$ cat src/rtl/reg_write_arbiter_pkg.sv
// rtl/reg_write_arbiter_pkg.sv - shared constants and types for the register write arbiter
//   REG_ADDR_W/REG_DATA_W : register-file address/data widths
//   REG_ZERO              : hardwired-zero register address
//   REQ_*                 : requester slot indices
//   wb_entry_t            : one writeback holding entry
package reg_arb_pkg;

  localparam int REG_ADDR_W = 5;
  localparam int REG_DATA_W = 32;
  localparam logic [REG_ADDR_W-1:0] REG_ZERO = 5'd0;

  localparam int REQ_ALU    = 0;
  localparam int REQ_LOAD   = 1;
  localparam int REQ_MULDIV = 2;

  typedef struct packed {
    logic                  valid;
    logic [REG_ADDR_W-1:0] address;
    logic [REG_DATA_W-1:0] data;
  } wb_entry_t;

endpackage

$ cat src/rtl/reg_write_arbiter_if.sv
// rtl/reg_write_arbiter_if.sv - writeback request, register-file write and hazard signals
//   master : writeback sources + decode (drive requests and read addresses)
//   slave  : the arbiter (drives ready, write port, hazards, optional forwards)
//   REG_ARB_FORWARD_EN adds forward_valid_1/2 and forward_data_1/2
interface reg_write_arbiter_if
  import reg_arb_pkg::*;
#(
  parameter int N_REQ  = 3,
  parameter int ADDR_W = REG_ADDR_W,
  parameter int DATA_W = REG_DATA_W
);

  logic [N_REQ-1:0]        req_valid;
  logic [N_REQ-1:0]        req_ready;
  logic [N_REQ*ADDR_W-1:0] req_address;
  logic [N_REQ*DATA_W-1:0] req_data;
  logic                    write_enable;
  logic [ADDR_W-1:0]       write_address;
  logic [DATA_W-1:0]       write_data;
  logic [ADDR_W-1:0]       read_address_1;
  logic [ADDR_W-1:0]       read_address_2;
  logic                    hazard_1;
  logic                    hazard_2;
`ifdef REG_ARB_FORWARD_EN
  logic                    forward_valid_1;
  logic                    forward_valid_2;
  logic [DATA_W-1:0]       forward_data_1;
  logic [DATA_W-1:0]       forward_data_2;
`endif

  modport master (
    output req_valid, req_address, req_data, read_address_1, read_address_2,
`ifdef REG_ARB_FORWARD_EN
    input  forward_valid_1, forward_valid_2, forward_data_1, forward_data_2,
`endif
    input  req_ready, write_enable, write_address, write_data, hazard_1, hazard_2
  );

  modport slave (
    input  req_valid, req_address, req_data, read_address_1, read_address_2,
`ifdef REG_ARB_FORWARD_EN
    output forward_valid_1, forward_valid_2, forward_data_1, forward_data_2,
`endif
    output req_ready, write_enable, write_address, write_data, hazard_1, hazard_2
  );

endinterface

$ cat src/rtl/reg_write_arbiter_rr_arbiter.sv
// rtl/reg_write_arbiter_rr_arbiter.sv - round-robin picker with internal last-grant pointer
//   clk, reset   : clock, async active-high reset (pointer -> N-1)
//   eligible     : requesters that may be granted this cycle
//   grant        : one-hot grant (combinational)
//   grant_valid  : any grant this cycle
//   grant_idx    : binary index of the grant
module rr_arbiter #(
  parameter int N = 3
) (
  input  logic                                clk,
  input  logic                                reset,
  input  logic [N-1:0]                        eligible,
  output logic [N-1:0]                        grant,
  output logic                                grant_valid,
  output logic [((N > 1) ? $clog2(N) : 1)-1:0] grant_idx
);

  localparam int IDX_W = (N > 1) ? $clog2(N) : 1;

  logic [IDX_W-1:0] ptr;
  logic [IDX_W-1:0] cand;

  // Walk offsets from farthest to nearest so the last hit is the first
  // eligible index after the pointer.
  always_comb begin
    grant       = '0;
    grant_valid = 1'b0;
    grant_idx   = '0;
    cand        = '0;
    for (int off = N; off >= 1; off--) begin
      cand = IDX_W'((int'(ptr) + off) % N);
      if (eligible[cand]) begin
        grant       = '0;
        grant[cand] = 1'b1;
        grant_valid = 1'b1;
        grant_idx   = cand;
      end
    end
  end

  always_ff @(posedge clk or posedge reset) begin
    if (reset) begin
      ptr <= IDX_W'(N - 1);
    end else if (grant_valid) begin
      ptr <= grant_idx;
    end
  end

endmodule

$ cat src/rtl/reg_write_arbiter.sv
// rtl/reg_write_arbiter.sv - shares the register-file write port among writeback sources
//   clk, reset : clock, async active-high reset
//   bus.slave  : req_valid/ready/address/data per source, registered write_enable/
//                write_address/write_data, read_address_1/2 -> hazard_1/2
//   REG_ARB_FORWARD_EN : adds forward_valid_1/2, forward_data_1/2; hazards then tie to 0
module reg_write_arbiter
  import reg_arb_pkg::*;
#(
  parameter int N_REQ  = 3,
  parameter int ADDR_W = REG_ADDR_W,
  parameter int DATA_W = REG_DATA_W
) (
  input logic          clk,
  input logic          reset,
  reg_write_arbiter_if.slave bus
);

  localparam int IDX_W = (N_REQ > 1) ? $clog2(N_REQ) : 1;

  logic [N_REQ-1:0]  ent_valid;
  logic [ADDR_W-1:0] ent_addr [N_REQ];
  logic [DATA_W-1:0] ent_data [N_REQ];
  // older[i][j] set when entry i was loaded before entry j
  logic [N_REQ-1:0]  older     [N_REQ];
  logic [N_REQ-1:0]  older_nxt [N_REQ];

  logic [N_REQ-1:0]  eligible;
  logic [N_REQ-1:0]  grant;
  logic [N_REQ-1:0]  load;
  logic              grant_any;
  logic [IDX_W-1:0]  grant_idx;

  logic              wr_en_q;
  logic [ADDR_W-1:0] wr_addr_q;
  logic [DATA_W-1:0] wr_data_q;

  // An entry waits while an older valid entry targets the same register,
  // which keeps write-after-write order.
  always_comb begin
    eligible = ent_valid;
    for (int i = 0; i < N_REQ; i++) begin
      for (int j = 0; j < N_REQ; j++) begin
        if (j != i && ent_valid[j] && ent_addr[j] == ent_addr[i] && older[j][i]) begin
          eligible[i] = 1'b0;
        end
      end
    end
  end

  rr_arbiter #(.N(N_REQ)) u_rr (
    .clk         (clk),
    .reset       (reset),
    .eligible    (eligible),
    .grant       (grant),
    .grant_valid (grant_any),
    .grant_idx   (grant_idx)
  );

  // Draining entry can refill in the same cycle.
  assign bus.req_ready = ~ent_valid | grant;

  // Writes to the zero register are acknowledged but never stored.
  always_comb begin
    load = '0;
    for (int i = 0; i < N_REQ; i++) begin
      load[i] = bus.req_valid[i] && bus.req_ready[i] &&
                (bus.req_address[i*ADDR_W +: ADDR_W] != '0);
    end
  end

  // A freshly loaded entry is younger than every survivor; simultaneous
  // loads rank lower index older.
  always_comb begin
    for (int i = 0; i < N_REQ; i++) older_nxt[i] = '0;
    for (int i = 0; i < N_REQ; i++) begin
      for (int j = 0; j < N_REQ; j++) begin
        if (i == j)                   older_nxt[i][j] = 1'b0;
        else if (load[i] && load[j])  older_nxt[i][j] = (i < j);
        else if (load[i])             older_nxt[i][j] = 1'b0;
        else if (load[j])             older_nxt[i][j] = ent_valid[i] & ~grant[i];
        else                          older_nxt[i][j] = older[i][j];
      end
    end
  end

  always_ff @(posedge clk or posedge reset) begin
    if (reset) begin
      ent_valid <= '0;
      for (int i = 0; i < N_REQ; i++) begin
        ent_addr[i] <= '0;
        ent_data[i] <= '0;
        older[i]    <= '0;
      end
    end else begin
      for (int i = 0; i < N_REQ; i++) begin
        older[i] <= older_nxt[i];
        if (load[i]) begin
          ent_valid[i] <= 1'b1;
          ent_addr[i]  <= bus.req_address[i*ADDR_W +: ADDR_W];
          ent_data[i]  <= bus.req_data[i*DATA_W +: DATA_W];
        end else if (grant[i]) begin
          ent_valid[i] <= 1'b0;
        end
      end
    end
  end

  always_ff @(posedge clk or posedge reset) begin
    if (reset) begin
      wr_en_q   <= 1'b0;
      wr_addr_q <= '0;
      wr_data_q <= '0;
    end else begin
      wr_en_q <= grant_any;
      if (grant_any) begin
        wr_addr_q <= ent_addr[grant_idx];
        wr_data_q <= ent_data[grant_idx];
      end
    end
  end

  assign bus.write_enable  = wr_en_q;
  assign bus.write_address = wr_addr_q;
  assign bus.write_data    = wr_data_q;

  logic [ADDR_W-1:0] rd_addr [2];
  assign rd_addr[0] = bus.read_address_1;
  assign rd_addr[1] = bus.read_address_2;

`ifdef REG_ARB_FORWARD_EN
  logic [1:0]        fwd_valid;
  logic [DATA_W-1:0] fwd_data [2];
  logic              younger_hit;

  // Output register is the fallback source; the youngest matching held
  // entry overrides it because it carries the newest value.
  always_comb begin
    younger_hit = 1'b0;
    for (int k = 0; k < 2; k++) begin
      fwd_valid[k] = 1'b0;
      fwd_data[k]  = '0;
      if (rd_addr[k] != '0) begin
        if (wr_en_q && wr_addr_q == rd_addr[k]) begin
          fwd_valid[k] = 1'b1;
          fwd_data[k]  = wr_data_q;
        end
        for (int i = 0; i < N_REQ; i++) begin
          younger_hit = 1'b0;
          for (int j = 0; j < N_REQ; j++) begin
            if (j != i && ent_valid[j] && ent_addr[j] == rd_addr[k] && older[i][j]) begin
              younger_hit = 1'b1;
            end
          end
          if (ent_valid[i] && ent_addr[i] == rd_addr[k] && !younger_hit) begin
            fwd_valid[k] = 1'b1;
            fwd_data[k]  = ent_data[i];
          end
        end
      end
    end
  end

  assign bus.forward_valid_1 = fwd_valid[0];
  assign bus.forward_valid_2 = fwd_valid[1];
  assign bus.forward_data_1  = fwd_data[0];
  assign bus.forward_data_2  = fwd_data[1];
  // Every pending value is reachable by a forward path.
  assign bus.hazard_1 = 1'b0;
  assign bus.hazard_2 = 1'b0;
`else
  logic [1:0] hz;

  always_comb begin
    for (int k = 0; k < 2; k++) begin
      hz[k] = 1'b0;
      if (rd_addr[k] != '0) begin
        if (wr_en_q && wr_addr_q == rd_addr[k]) hz[k] = 1'b1;
        for (int i = 0; i < N_REQ; i++) begin
          if (ent_valid[i] && ent_addr[i] == rd_addr[k]) hz[k] = 1'b1;
        end
      end
    end
  end

  assign bus.hazard_1 = hz[0];
  assign bus.hazard_2 = hz[1];
`endif

endmodule

$ cat src/flat_wrapper.sv
// flat-port wrapper written by rule: the top's interface ports become plain ports
module reg_write_arbiter_flat import reg_arb_pkg::*;
#(
  parameter int N_REQ  = 3,
  parameter int ADDR_W = REG_ADDR_W,
  parameter int DATA_W = REG_DATA_W
)
  (clk, reset, bus_req_valid, bus_req_address, bus_req_data, bus_read_address_1, bus_read_address_2, bus_req_ready, bus_write_enable, bus_write_address, bus_write_data, bus_hazard_1, bus_hazard_2);
  reg_write_arbiter_if #(.N_REQ(N_REQ), .ADDR_W(ADDR_W), .DATA_W(DATA_W)) bus_i ();
  input logic clk;
  input logic reset;
  input wire logic [$bits(bus_i.req_valid)-1:0] bus_req_valid;
  input wire logic [$bits(bus_i.req_address)-1:0] bus_req_address;
  input wire logic [$bits(bus_i.req_data)-1:0] bus_req_data;
  input wire logic [$bits(bus_i.read_address_1)-1:0] bus_read_address_1;
  input wire logic [$bits(bus_i.read_address_2)-1:0] bus_read_address_2;
  output wire logic [$bits(bus_i.req_ready)-1:0] bus_req_ready;
  output wire logic [$bits(bus_i.write_enable)-1:0] bus_write_enable;
  output wire logic [$bits(bus_i.write_address)-1:0] bus_write_address;
  output wire logic [$bits(bus_i.write_data)-1:0] bus_write_data;
  output wire logic [$bits(bus_i.hazard_1)-1:0] bus_hazard_1;
  output wire logic [$bits(bus_i.hazard_2)-1:0] bus_hazard_2;
  assign bus_i.req_valid = bus_req_valid;
  assign bus_i.req_address = bus_req_address;
  assign bus_i.req_data = bus_req_data;
  assign bus_i.read_address_1 = bus_read_address_1;
  assign bus_i.read_address_2 = bus_read_address_2;
  assign bus_req_ready = bus_i.req_ready;
  assign bus_write_enable = bus_i.write_enable;
  assign bus_write_address = bus_i.write_address;
  assign bus_write_data = bus_i.write_data;
  assign bus_hazard_1 = bus_i.hazard_1;
  assign bus_hazard_2 = bus_i.hazard_2;
  reg_write_arbiter #(.N_REQ(N_REQ), .ADDR_W(ADDR_W), .DATA_W(DATA_W)) u_core (.clk(clk), .reset(reset), .bus(bus_i));
endmodule
$ cat config.mk
export PLATFORM = sky130hd
export DESIGN_NAME = reg_write_arbiter_flat
export DESIGN_NICKNAME = d
export VERILOG_FILES = /design/src/rtl/reg_write_arbiter_pkg.sv /design/src/rtl/reg_write_arbiter_if.sv /design/src/rtl/reg_write_arbiter_rr_arbiter.sv /design/src/rtl/reg_write_arbiter.sv /design/src/flat_wrapper.sv
export SDC_FILE = /design/constraint.sdc
export NUM_CORES = 1
export LEC_CHECK = 0
export ABC_AREA = 1
export CORE_MARGIN = 8
export CORE_UTILIZATION = 47
export CTS_CLUSTER_SIZE = 10
export DETAILED_ROUTE_END_ITERATION = 12
export GPL_TIMING_DRIVEN = 0
export PLACE_DENSITY_LB_ADDON = 0.3
export SLEW_MARGIN = 10
export SYNTH_ARGS = -nofsm -noshare
export SYNTH_HDL_FRONTEND = slang
export SYNTH_HIERARCHICAL = 1
export SYNTH_SLANG_ARGS = --single-unit
$ cat constraint.sdc
create_clock -name clk -period 14.4 [get_ports clk]
set_input_delay 3.6 -clock clk [delete_from_list [all_inputs] [get_ports clk]]
set_output_delay 3.6 -clock clk [all_outputs]
set_load 0.02 [all_outputs]
==> results.yml <==
status:
  status: "finished clean"
worst_setup_path:
  critPathMaxStageDelay_ps: 630
  critical_path_class: "primary input to output pin"
  cp-start-kind: "primary input"
  critPathArrivalTime_ps: 5610
  reg2reg_slack_ps: 11120
  endpoint_kind: "output pin"
  crit_fanout: 5
  r2r_start: "u_core/ent_addr[5]"
  required_ps: 10800
  path_buf_inv: 3
  cp_top_family: "buffers and inverters"
  reg2regPathDepth: 19
  r2r_end: "u_core/bus.write_address[3]"
  crit_chain: "clkdlybuf4s50_1 > inv_1 > nand2_1 > nand2_1 > nor2_1 > nand3_1 > nand2_1 > nor2_1 > nor2_1 > clkdlybuf4s50_1"
  cp_slowest_cell: "clkdlybuf4s50_1"
yosys:
  avgSynthCellArea_sq_um: 7.29
  ys_seq_elements: 160
  syn-num-nets: 1238
  seq_area_frac_synth_pct: 49.6
  netlist_area_sq_um: 8080
  synth_warnings: 6
  yosys.area.top_type: "dfrtp_1"
  synth.area.top_cells: "dfrtp_1 (49%), nand2_1 (20%), nor2_1 (6.3%)"
  synth_top_area_share_pct: 49.2
  syn_inst: 1108
  synth_cell_types: 29
power:
  p_sw_w: 0.00143
  power_leakage_nw: 5.36
  power_density_nw_per_um2: 283
  pwr-share-clk_pct: 15.3
  peakVddDrop_mv: 0.124
  p_sw_share_pct: 47.5
  intPower_w: 0.00159
  pwr-share-comb_pct: 56.8
  seqPwrFrac_pct: 27.9
floorplanning:
  io_pins: 169
  die_w_um: 147
  initial_core_util_pct: 47.4
  rows: 48
  coreArea_sq_um: 17100
  die_h_um: 147
  die-area_sq_um: 21600
sta:
  rsz0062_at_grt: "no"
  worst-slew-pin-transition_ps: 631
  fmax_mhz: 109
  period_share_pct: 63.9
  max-slew-margin-rel_pct: 57.9
  hold_violations: 0
  period_minus_slack_ps: 9210
  slew_violations: 0
  setup-tns-final_ps: 0
  holdWs_ps: 475
  fin_skew_ps: 10.2
  finalSetupViolCount: 0
layout:
  final_cell_mix: "nand2_1 (436), clkdlybuf4s50_1 (167), dfrtp_1 (159)"
  nFillCells: 1567
  nets: 1425
  drive_gt1_share_pct: 7.57
  final_common_cell: "nand2_1"
  area_growth_pct: 32.1
  final-instance-count-excl-fill: 1534
hold_path:
  min_path_cells: 2
  hp-class: "register to register"
  min_to: "u_core/ent_data[39]"
  min-delay-start: "u_core/ent_data[39]"
placement:
  port_buffers: 167
  dp_cells: 1501
  dp_hpwl_um: 18500
  place.gp.congestion: 0.893
grt:
  antenna_found_initial: 2
  grt_pass1_wl_um: 39400
  grt_max_degree: 114
  overflow: 0
  grt_pass1_vias: 7581
  grt_util_all_layers_pct: 22.9
cts:
  h-tree-depth: 4
  holdBufCountCts: 0
  clkTransAtPathRegs_ps: 60
  cts_resized: 0
  cts-root-buf: "clkbuf_16"
  cts.sinks: 160
  post_cts_buffers: 0
  worstSkewPairLatency_ps: 430
  cts_tree: "yes"
  cts_made_buffers: 17
  clockBufferDepth: 2
route:
  drt-initial-drc-count: 679
  firstDrtPassIters: 5
  vias_per_cell: 5.10
  drt-total-wl_um: 24900
  postRouteAntennaNets: 0
  routedWlPerCell_um: 16.2
  num_vias: 7829
  drcViolationCount: 0
run:
  cap_violations: 0
cells by family (layout without fill, tap and decap cells):
family | after synthesis | in the layout | synth area share [%]
other cells | 0 | 1 | 0
fa+ha+maj | 4 | 4 | 0.620
xor+xnor | 5 | 5 | 0.542
buf+inv | 155 | 355 | 8.12
simple gates | 619 | 619 | 30.2
flops | 160 | 160 | 49.6
compound gates | 165 | 165 | 10.9
stage by stage:
stage          util [%]  cell area, sq um  setup WS (ps)  total power [W]
6_report           62.6             10700           5190          0.00302
5_1_grt            62.6             10700           5080          0.00326
4_1_cts            62.6             10700           5200          0.00302
3_5_place_dp       59.0             10100           5200          0.00254
3_3_place_gp       58.8             10000           4360          0.00248
2_1_floorplan         -              8080           6390          0.00195
state kept, by name, indices dropped and copies added (netlist names):
signal                    cells
u_core/ent_valid              3
u_core/older                  6
u_core/bus.write_data        32
u_core/ent_data              96
u_core/ent_addr              15
u_core/bus.write_enable       1
u_core/bus.write_address      5
u_core/u_rr/ptr               2
power groups by stage:
stage               Clock, W  Sequential (W)  Combinational, W
finish              0.000462        0.000841           0.00172
global route        0.000486        0.000865           0.00191
CTS                 0.000467        0.000839           0.00171
detailed placement         0        0.000842           0.00170
global placement           0        0.000839           0.00164
floorplan                  0        0.000866           0.00109
Yosys cell counts:
cell	number
clkbuf_2	6
o21ai_4	1
buf_6	1
xnor2_1	3
nor2_2	4
nand2_2	5
nand2_1	436
nand4_1	4
inv_2	7
clkbuf_1	10
nand2_4	2
nand3_1	25
inv_1	94
xor2_1	2
o21ai_1	4
a21oi_1	46
buf_1	3
nand3_2	2
nor2_4	3
nor3_1	2
o21ai_0	76
dfstp_2	1
a31oi_1	38
nor2_1	136
inv_4	1
ha_1	4
dfrtp_1	159
buf_2	27
buf_4	6
worst max-delay path by stage:
stage,from,endpoint,slack [ps],cells past startpoint
final,bus_read_address_2[3],bus_hazard_2,5190,10
after global routing,bus_read_address_2[3],bus_hazard_2,5080,10
after CTS,bus_read_address_2[3],bus_hazard_2,5200,10
after detailed placement,bus_read_address_2[3],bus_hazard_2,5200,10
after global placement,reset,u_core/ent_data[2],4360,2
after floorplan,bus_read_address_2[0],bus_hazard_2,6390,9
tightest hold or removal path: stages, from the launching register on:
cell	delay [ps]
dfrtp_1	340
nand2_1	50
nand2_1	60
metal layers:
metal | wire length, um | GRT usage, %
met4 | 597 | 8.67
met2 | 11900 | 36.7
met5 | 8 | 0
met3 | 1350 | 4.64
met1 | 11000 | 30.1
final cells by class:
cell class,count,area (sq um),area share (%)
clock buffer,19,443,4.15
tap,225,282,2.64
multi-input combinational,793,3420,32.0
buffer,53,270,2.53
inverter,102,393,3.68
clock inverter,13,159,1.49
sequential,160,4010,37.5
antenna,1,2.50,0.0234
timing repair buffer,168,1700,15.9
Note: power is estimated with default switching activity, not from simulation.
